`config.mk`:
```
export PLATFORM = sky130hd
export DESIGN_NAME = color_detector_multi
export DESIGN_NICKNAME = d
export VERILOG_FILES = /design/src/rtl/color_det_pkg.sv /design/src/rtl/color_window_cmp.sv /design/src/rtl/color_detector_multi.sv
export SDC_FILE = /design/constraint.sdc
export NUM_CORES = 1
export LEC_CHECK = 0
export ABC_AREA = 1
export BUFFER_PORTS_ARGS = -buffer_cell sky130_fd_sc_hd__clkbuf_2
export CAP_MARGIN = 15
export CELL_PAD_IN_SITES_DETAIL_PLACEMENT = 1
export CELL_PAD_IN_SITES_GLOBAL_PLACEMENT = 2
export CORE_AREA = 4 4 235 237
export DETAILED_ROUTE_END_ITERATION = 16
export DIE_AREA = 0 0 239 241
export PLACE_DENSITY_LB_ADDON = 0.1
export SYNTH_ARGS = -nofsm -noshare
export SYNTH_HDL_FRONTEND = slang
export SYNTH_SLANG_ARGS = --single-unit
```
`constraint.sdc`:
```
create_clock -name PCLK -period 1.6 [get_ports PCLK]
set_clock_uncertainty 0.05 [all_clocks]
set_input_delay 0 -clock PCLK [delete_from_list [all_inputs] [get_ports PCLK]]
set_output_delay 0 -clock PCLK [all_outputs]
set_load 0.1 [all_outputs]
```
`src/rtl/color_det_pkg.sv`:
```
// Shared encodings and helpers for the multi-class colour detector.
package color_det_pkg;

  localparam logic [1:0] CB_MIN = 2'd0;
  localparam logic [1:0] CB_MAX = 2'd1;
  localparam logic [1:0] CR_MIN = 2'd2;
  localparam logic [1:0] CR_MAX = 2'd3;

  localparam logic [1:0] MARK_PREFIX = 2'b01;

  function automatic int unsigned cid_width(input int unsigned n);
    return (n <= 1) ? 1 : $clog2(n);
  endfunction

endpackage

```
`src/rtl/color_window_cmp.sv`:
```
// One colour class: Cb/Cr threshold registers plus the registered stage-1 window compare.
module color_window_cmp
  import color_det_pkg::*;
#(
  parameter int unsigned DATA_W = 8
) (
  input  logic              clk_i,
  input  logic              rst_i,
  input  logic              cfg_we_i,
  input  logic [1:0]        cfg_field_i,
  input  logic [DATA_W-1:0] cfg_data_i,
  input  logic              pix_en_i,
  input  logic [DATA_W-1:0] cb_i,
  input  logic [DATA_W-1:0] cr_i,
  output logic              raw_o
);

  logic [DATA_W-1:0] cb_min_q, cb_min_d, cb_max_q, cb_max_d;
  logic [DATA_W-1:0] cr_min_q, cr_min_d, cr_max_q, cr_max_d;
  logic              raw_q, raw_d;

  always_comb begin
    cb_min_d = cb_min_q;
    cb_max_d = cb_max_q;
    cr_min_d = cr_min_q;
    cr_max_d = cr_max_q;
    if (cfg_we_i) begin
      unique case (cfg_field_i)
        CB_MIN: cb_min_d = cfg_data_i;
        CB_MAX: cb_max_d = cfg_data_i;
        CR_MIN: cr_min_d = cfg_data_i;
        CR_MAX: cr_max_d = cfg_data_i;
      endcase
    end
    // Compare against the registered thresholds so a write lands on the next pixel.
    raw_d = raw_q;
    if (pix_en_i) begin
      raw_d = (cb_i >= cb_min_q) && (cb_i <= cb_max_q) &&
              (cr_i >= cr_min_q) && (cr_i <= cr_max_q);
    end
  end

  always_ff @(posedge clk_i) begin
    if (rst_i) begin
      cb_min_q <= '1;
      cb_max_q <= '0;
      cr_min_q <= '1;
      cr_max_q <= '0;
      raw_q    <= 1'b0;
    end else begin
      cb_min_q <= cb_min_d;
      cb_max_q <= cb_max_d;
      cr_min_q <= cr_min_d;
      cr_max_q <= cr_max_d;
      raw_q    <= raw_d;
    end
  end

  assign raw_o = raw_q;

endmodule

```
`src/rtl/color_detector_multi.sv`:
```
// Multi-class YCbCr colour detector with luminance marking and per-frame hit counts.
// Optional run-length filter enabled by defining COLOR_DETECT_RUN_FILTER_EN.
module color_detector_multi
  import color_det_pkg::*;
#(
  parameter int unsigned DATA_W  = 8,
  parameter int unsigned N_CLASS = 4,
  parameter int unsigned CNT_W   = 20,
  parameter int unsigned MIN_RUN = 4,
  localparam int unsigned CID_W  = cid_width(N_CLASS)
) (
  input  logic                     PCLK,
  input  logic                     reset,
  input  logic                     e_pix,
  input  logic [DATA_W-1:0]        Y,
  input  logic [DATA_W-1:0]        Cb,
  input  logic [DATA_W-1:0]        Cr,
  input  logic                     line_start,
  input  logic                     frame_end,
  input  logic                     cfg_we,
  input  logic [CID_W-1:0]         cfg_class,
  input  logic [1:0]               cfg_field,
  input  logic [DATA_W-1:0]        cfg_data,
  output logic                     pix_valid,
  output logic [N_CLASS-1:0]       hit,
  output logic [CID_W-1:0]         class_id,
  output logic [DATA_W-1:0]        Y_out,
  output logic                     count_valid,
  output logic [N_CLASS*CNT_W-1:0] count_out
);

  localparam int unsigned RUN_W = (MIN_RUN < 1) ? 1 : $clog2(MIN_RUN + 1);

  logic [N_CLASS-1:0]       raw, hit_now;
  logic                     v1_q, v1_d;
  logic [DATA_W-1:0]        y1_q, y1_d;
  logic                     pix_valid_q, pix_valid_d;
  logic [N_CLASS-1:0]       hit_q, hit_d;
  logic [CID_W-1:0]         class_id_q, class_id_d;
  logic [DATA_W-1:0]        y_out_q, y_out_d;
  logic                     count_valid_q, count_valid_d;
  logic [N_CLASS*CNT_W-1:0] count_out_q, count_out_d;
  logic [CNT_W-1:0]         cnt_q [N_CLASS];
  logic [CNT_W-1:0]         cnt_d [N_CLASS];
  logic [CNT_W-1:0]         cnt_nxt [N_CLASS];

  for (genvar c = 0; c < N_CLASS; c++) begin : g_cls
    color_window_cmp #(
      .DATA_W(DATA_W)
    ) u_cmp (
      .clk_i      (PCLK),
      .rst_i      (reset),
      .cfg_we_i   (cfg_we && (cfg_class == CID_W'(c))),
      .cfg_field_i(cfg_field),
      .cfg_data_i (cfg_data),
      .pix_en_i   (e_pix),
      .cb_i       (Cb),
      .cr_i       (Cr),
      .raw_o      (raw[c])
    );
  end

`ifdef COLOR_DETECT_RUN_FILTER_EN
  // line_start is delayed to stage 1 so it lines up with the pixel sampled alongside it.
  logic             ls1_q, ls1_d;
  logic [RUN_W-1:0] run_q [N_CLASS];
  logic [RUN_W-1:0] run_d [N_CLASS];
  logic [RUN_W-1:0] run_base;

  always_comb begin
    ls1_d    = line_start;
    run_base = '0;
    hit_now  = '0;
    for (int c = 0; c < int'(N_CLASS); c++) begin
      run_base = ls1_q ? '0 : run_q[c];
      run_d[c] = run_base;
      if (v1_q) begin
        if (raw[c]) begin
          run_d[c] = (run_base >= RUN_W'(MIN_RUN)) ? RUN_W'(MIN_RUN) : run_base + 1'b1;
        end else begin
          run_d[c] = '0;
        end
        hit_now[c] = raw[c] && (run_d[c] >= RUN_W'(MIN_RUN));
      end
    end
  end

  always_ff @(posedge PCLK) begin
    if (reset) begin
      ls1_q <= 1'b0;
      for (int c = 0; c < int'(N_CLASS); c++) run_q[c] <= '0;
    end else begin
      ls1_q <= ls1_d;
      for (int c = 0; c < int'(N_CLASS); c++) run_q[c] <= run_d[c];
    end
  end
`else
  logic [RUN_W-1:0] unused_run_sink;
  assign unused_run_sink = {RUN_W{line_start}};
  assign hit_now = raw;
`endif

  always_comb begin
    v1_d          = e_pix;
    y1_d          = e_pix ? Y : y1_q;
    pix_valid_d   = v1_q;
    hit_d         = hit_q;
    class_id_d    = class_id_q;
    y_out_d       = y_out_q;
    if (v1_q) begin
      hit_d      = hit_now;
      class_id_d = '0;
      for (int c = int'(N_CLASS) - 1; c >= 0; c--) begin
        if (hit_now[c]) class_id_d = CID_W'(c);
      end
      y_out_d = (|hit_now) ? {MARK_PREFIX, y1_q[DATA_W-1:2]} : y1_q;
    end

    // Counting runs off the stage-2 registers; a stage-1 pixel belongs to the next frame.
    count_valid_d = frame_end;
    count_out_d   = count_out_q;
    for (int c = 0; c < int'(N_CLASS); c++) begin
      cnt_nxt[c] = cnt_q[c];
      if (pix_valid_q && hit_q[c] && (cnt_q[c] != {CNT_W{1'b1}})) begin
        cnt_nxt[c] = cnt_q[c] + 1'b1;
      end
      cnt_d[c] = frame_end ? '0 : cnt_nxt[c];
      if (frame_end) count_out_d[c*CNT_W +: CNT_W] = cnt_nxt[c];
    end
  end

  always_ff @(posedge PCLK) begin
    if (reset) begin
      v1_q          <= 1'b0;
      y1_q          <= '0;
      pix_valid_q   <= 1'b0;
      hit_q         <= '0;
      class_id_q    <= '0;
      y_out_q       <= '0;
      count_valid_q <= 1'b0;
      count_out_q   <= '0;
      for (int c = 0; c < int'(N_CLASS); c++) cnt_q[c] <= '0;
    end else begin
      v1_q          <= v1_d;
      y1_q          <= y1_d;
      pix_valid_q   <= pix_valid_d;
      hit_q         <= hit_d;
      class_id_q    <= class_id_d;
      y_out_q       <= y_out_d;
      count_valid_q <= count_valid_d;
      count_out_q   <= count_out_d;
      for (int c = 0; c < int'(N_CLASS); c++) cnt_q[c] <= cnt_d[c];
    end
  end

  assign pix_valid   = pix_valid_q;
  assign hit         = hit_q;
  assign class_id    = class_id_q;
  assign Y_out       = y_out_q;
  assign count_valid = count_valid_q;
  assign count_out   = count_out_q;

endmodule
```
* Word-level counts from Yosys, hierarchy flattened
Memories as Yosys holds them, arrays and structs flattened. Index checks and enable logic that the tools add are counted.
Cells by class: $add $sub $neg 4, multipliers 0, div/mod/pow operators 0, $lt $le $gt $ge 16, equality and inequality tests 10, shift-type cells 0, mux-type cells 20, bitwise gates (word level) 4, reductions and logical operators 43
Operator list (number):
- 2-to-1 mux 20 bit | 12
- adder 20 x 1 -> 20 bit (second input constant) | 4
- inequality test 20 bit (second input constant) | 4
- greater-or-equal comparator 8 bit | 8
- less-or-equal comparator 8 bit | 8
- AND reduction 2 bit | 16
- logical AND 1 bit | 24
- == test 2 bit (second input constant) | 4
- 2-to-1 mux 2 bit | 4
- 2-to-1 mux 8 bit | 1
- == test 2 x 1 -> 1 bit (second input constant) | 2
- zero test 2 bit | 2
- OR 1 bit | 4
- OR reduction 4 bit | 1
- 2-to-1 mux 1 bit | 3
Storage, ports and cells: bits in registers 237, bits in latches 0, memory bits (writable) 80, ROM bits 0, input port bits 42, output and inout bits 96, logic and storage cells 126, memories 1
Memories:
- cnt_q | words 4, width 20, rd ports 4, clocked after memory_dff 0, wr ports 4, RTL line color_detector_multi.sv:43 | logic [CNT_W-1:0] cnt_q [N_CLASS];

* Longest topological paths before layout
depth in word-level cells 5, gate-level depth with buffers 14, mapped depth without buffers 14

* Cells and area by module
A second synthesis with hierarchy kept.
Unflattened totals: cells, all modules 2376, area total of the unflattened synthesis 16513.3 µm²
Modules (own cells, without submodules):
- color_detector_multi | times used 1, cells each 1312, area an instance 8570.7 µm², seq. area each 3703.6 µm²
- color_window_cmp | times used 4, cells each 266, area an instance 1985.7 µm², seq. area each 660.6 µm²

* Worst setup path after synthesis
Ideal clock, no wire load.
kind register -> register, start reg pix_valid_q (netlist: pix_valid), end reg count_out_q[16] (netlist: count_out[16]), library setup time 115 ps, arrival 1856 ps, data required time 1435 ps, path slack -421 ps, stages on the path, launching flop included 9, path buffers 1, clock period less this slack 2021 ps, cell sequence dfxtp_1 nand2_1 inv_1 nand2_8 buf_12 nand2_1 nand2_1 nand2_1 nand2_1
Between the ends: longest elaborated chain between the ends 3
Ends and longest elaborated chain:
- start: declaration | RTL line color_detector_multi.sv:37 | logic pix_valid_q, pix_valid_d;
- start signal: assignment | RTL line color_detector_multi.sv:146 | pix_valid_q <= pix_valid_d;
- logical AND 1 bit (2 in a row) | RTL line color_detector_multi.sv:124 | if (pix_valid_q && hit_q[c] && (cnt_q[c] != {CNT_W{1'b1}})) begin
- 2-to-1 mux 20 bit | RTL line color_detector_multi.sv:124
- end signal: assignment | RTL line color_detector_multi.sv:151 | count_out_q <= count_out_d;
- end: declaration | RTL line color_detector_multi.sv:42 | logic [N_CLASS*CNT_W-1:0] count_out_q, count_out_d;
No other way between the ends. A chain may end at the register's enable or synchronous reset.

==> summary.md <==
| Metric | Value |
|---|---|
| Outcome | `finished, violations left` |
| Violated checks | `negative setup slack` |
| Root Driver | `clkbuf_16` |
| Arrival time worst endpoint | `2.11 ns` |
| Worst skew pair latency | `0.56 ns` |
| Share of layout cells above drive strength 1 | `0.343` |
| Post-Layout Cell Count | `3393` |
| Power per cell area | `829 mW/mm2` |
| Number of global-route vias before repair | `16747` |
| Setup tns final | `-1.62 ns` |
| Post-Place Setup Slack | `-0.544 ns` |
| Post-Syn Area per Cell | `7.07 um2` |
| Ys Warns | `0` |
| Crit path time final | `1.66 ns` |
| R2R Path Start | `cnt_q[2][0]$_SDFF_PP0_` |
| Sequential area share after synthesis | `0.390` |
| Clock Sink Count | `317` |
| FMAX | `0.602 GHz` |
| TritonCTS Buffers | `42` |
| Max-cap violations | `0` |
| R2R Setup Slk | `-0.06 ns` |
| Power Total | `19.4 mW` |
| Maximum vdd drop | `0.576 mV` |
| Minimum hold slack | `0.0417 ns` |
| Worst-Margin Slew | `0.663 ns` |
| Worst Setup SP | `cnt_q[2][0]$_SDFF_PP0_` |
| Io pins | `138` |
| Synth-to-Final Area Change | `43.6%` |
| Worst rel slew slack | `0.558` |
| # rows | `85` |
| GP Congestion | `0.818` |
| Final Worst Setup Slack | `-0.0601 ns` |
| Hold Path Class | `input port to flop` |
| CTS tree | `done` |
| Chip width | `239 um` |
| Antenna Violating Nets Remaining | `0` |
| Worst Path Max Fanout | `5` |
| Crit path to | `cnt_q[2][0]$_SDFF_PP0_` |
| Clock transition at path regs | `0.05 ns` |
| Fin crit share | `1.04` |
| Core Footprint | `0.0533 mm2` |
| Critical-path top delay cell | `dfxtp_2` |
| Final setup vio count | `70` |
| R2R depth | `11` |
| Synth Net Count | `2472` |
| Initial core utilization | `0.305` |
| Die height | `241 um` |
| Setup CP Type | `flop to flop` |
| CP dominant cell by count | `nor2_4` |
| Post-DR vias/cell | `4.71` |
| Drc violations | `0` |
| Ant. Diodes | `0` |
| Post-Route WL | `57200 um` |
| Synth Cell Area | `0.0163 mm2` |
| Port bufs | `136` |
| Clk buf depth | `3` |
| DRT iter0 DRCs | `449` |
| Leak Pwr | `10.9 nW` |
| Synth unique cells | `37` |
| Critical Path RT | `2.05 ns` |
| Die ar. | `0.0576 mm2` |
| Placed cell area | `0.0191 mm2` |
| Fillers | `6441` |
| Pre-antenna DRT Iters | `4` |
| CTS H-tree depth | `2` |
| GRT Residual Overflow | `0` |
| Pins Over Slew Limit | `0` |
| Number of synthesized register bits | `317` |
| FF-to-FF End | `cnt_q[2][0]$_SDFF_PP0_` |
| Global-route wire length before repair | `89400 um` |
| Critical path's largest stage delay | `0.35 ns` |
| Total number of vias | `15996` |
| Gr usage total | `0.193` |
| RSZ-0062 raised after global routing | `yes` |
| Hold Fails Final Rpt | `0` |
| Post-Synthesis Cells | `2298` |
| Final Instance Area | `0.0233 mm2` |
| DP HPWL | `39400 um` |
| DR WL/cell | `16.9 um` |
| Initial antenna violation count | `0` |
| Placed Cells | `3249` |
| Final core utilization | `0.438` |
| CP Capture Type | `flop` |
| CP startpoint kind | `flop` |
| Largest net degree at the start of global routing | `67` |
| CP Cell Sequence | `ha_4, inv_4, nor2_4, nand2_2, nor2_4, buf_6, nand2_4, nand2_8, xor2_4, buf_4, and2_4` |
| Final net count | `2841` |
layout by cell type (no fill, tap or decap), drive strengths merged:
cell type / netlist / layout
nand2: 840 / 843
dfxtp: 317 / 317
inv: 235 / 233
buf: 26 / 230
clkbuf: 53 / 203
a21oi: 185 / 185
nor2: 185 / 185
ha: 132 / 132
o21ai: 103 / 103
o211ai: 57 / 57
nand3: 45 / 45
xor2: 33 / 33
dlygate4sd3: 0 / 30
xnor2: 24 / 24
nand4: 15 / 15
nor3: 12 / 12
o21a: 10 / 10
clkinv: 1 / 8
a22o: 6 / 6
nand3b: 5 / 5
clkinvlp: 0 / 5
a21o: 4 / 4
o21bai: 4 / 4
and2: 4 / 4
bufinv: 0 / 2
a211oi: 1 / 1
a31oi: 1 / 1
per-layer routing:
metal,vias to the layer above,share of wire,GRT usage
met5,-,0,0
met4,0,0.027,0.0565
met3,81,0.027,0.0259
met2,154,0.51,0.357
met1,7670,0.44,0.234
li1,8091,-,-
sequential cells by signal (all words and copies together) (netlist names):
register              cells
count_valid               1
y1_q                      8
g_cls.u_cmp.cb_max_q     32
count_out                80
g_cls.u_cmp.cr_max_q     32
g_cls.u_cmp.cr_min_q     32
hit                       4
g_cls.u_cmp.cb_min_q     32
g_cls.u_cmp.raw_o         4
pix_valid                 1
class_id                  2
cnt_q                    80
pix_valid_d               1
Y_out                     8
where the power goes:
group	switching, mW	internal [mW]
registers	0.0452	7.99
logic	1.15	0.575
clock network	3.69	5.91
total	4.88	14.5
synthesized netlist by cell type (all sizes together):
cell type	instances	area (um2)
nand3	45	225
o21a	10	75.1
xnor2	24	210
a31oi	1	6.26
a21oi	185	937
ha	132	1650
clkinv	1	3.75
o21ai	103	516
nand3b	5	37.5
clkbuf	53	199
nor2	185	747
o21bai	4	30.0
a22o	6	52.6
a21o	4	30.0
buf	26	175
nand4	15	93.8
o211ai	57	428
and2	4	25.0
nor3	12	65.1
dfxtp	317	6350
a211oi	1	7.51
inv	235	882
nand2	840	3220
xor2	33	289
layout make-up:
class                           instances  area, um2  share of cell area
Multi-Input combinational cell       1669      10600               0.456
Sequential cell                       317       6420               0.275
Timing Repair Buffer                  398       3060               0.131
Clock buffer                           65       1310              0.0561
Inverter                              236        921              0.0394
Tap cell                              696        871              0.0373
Clock inverter                          9       98.8             0.00423
Timing Repair inverter                  3       23.8             0.00102
worst max-delay path: cells and delay by family (launching register included):
kind                     cells  cell delay, ns
adder cells (fa/ha/maj)      1            0.15
flip-flops                   1            0.35
XOR/XNOR                     1            0.18
AND/OR/NAND/NOR              6            0.59
buffers and inverters        3            0.29
what timing repair did:
action / 4_1_cts / 5_1_grt
buffers inserted: 23 / 11
gates resized for setup: 131 / 465
cloned: 3 / 7
pin swaps: 48 / 204
hold buffers: 30 / 1
hold endpoints to repair: 109 / 12
endpoints found under the setup margin: 162 / 202
how the worst min path moves through the flow:
stage / from / cells after the start / slack [ns] / to
after floorplan: reset / 2 / 0.05 / g_cls[0].u_cmp.cb_min_q[1]$_SDFFE_PP1P_
after global placement: Y[3] / 2 / 0.17 / y1_q[3]$_SDFFE_PP0P_
after detailed placement: Y[4] / 2 / 0.17 / y1_q[4]$_SDFFE_PP0P_
after CTS: cfg_data[1] / 3 / 0.03 / g_cls[2].u_cmp.cb_min_q[1]$_SDFFE_PP1P_
after global routing: cfg_data[1] / 3 / 0.03 / g_cls[3].u_cmp.cb_min_q[1]$_SDFFE_PP1P_
final: reset / 4 / 0.04 / pix_valid_d$_SDFF_PP0_
logic make-up after synthesis:
kind of cell / Yosys count / synth area share
buf+inv: 315 / 0.0775
xor+xnor: 57 / 0.0307
compound gates: 371 / 0.128
flops: 317 / 0.390
simple gates: 1106 / 0.272
fa+ha+maj: 132 / 0.102
No activity file was read; power rests on OpenSTA's default activity.
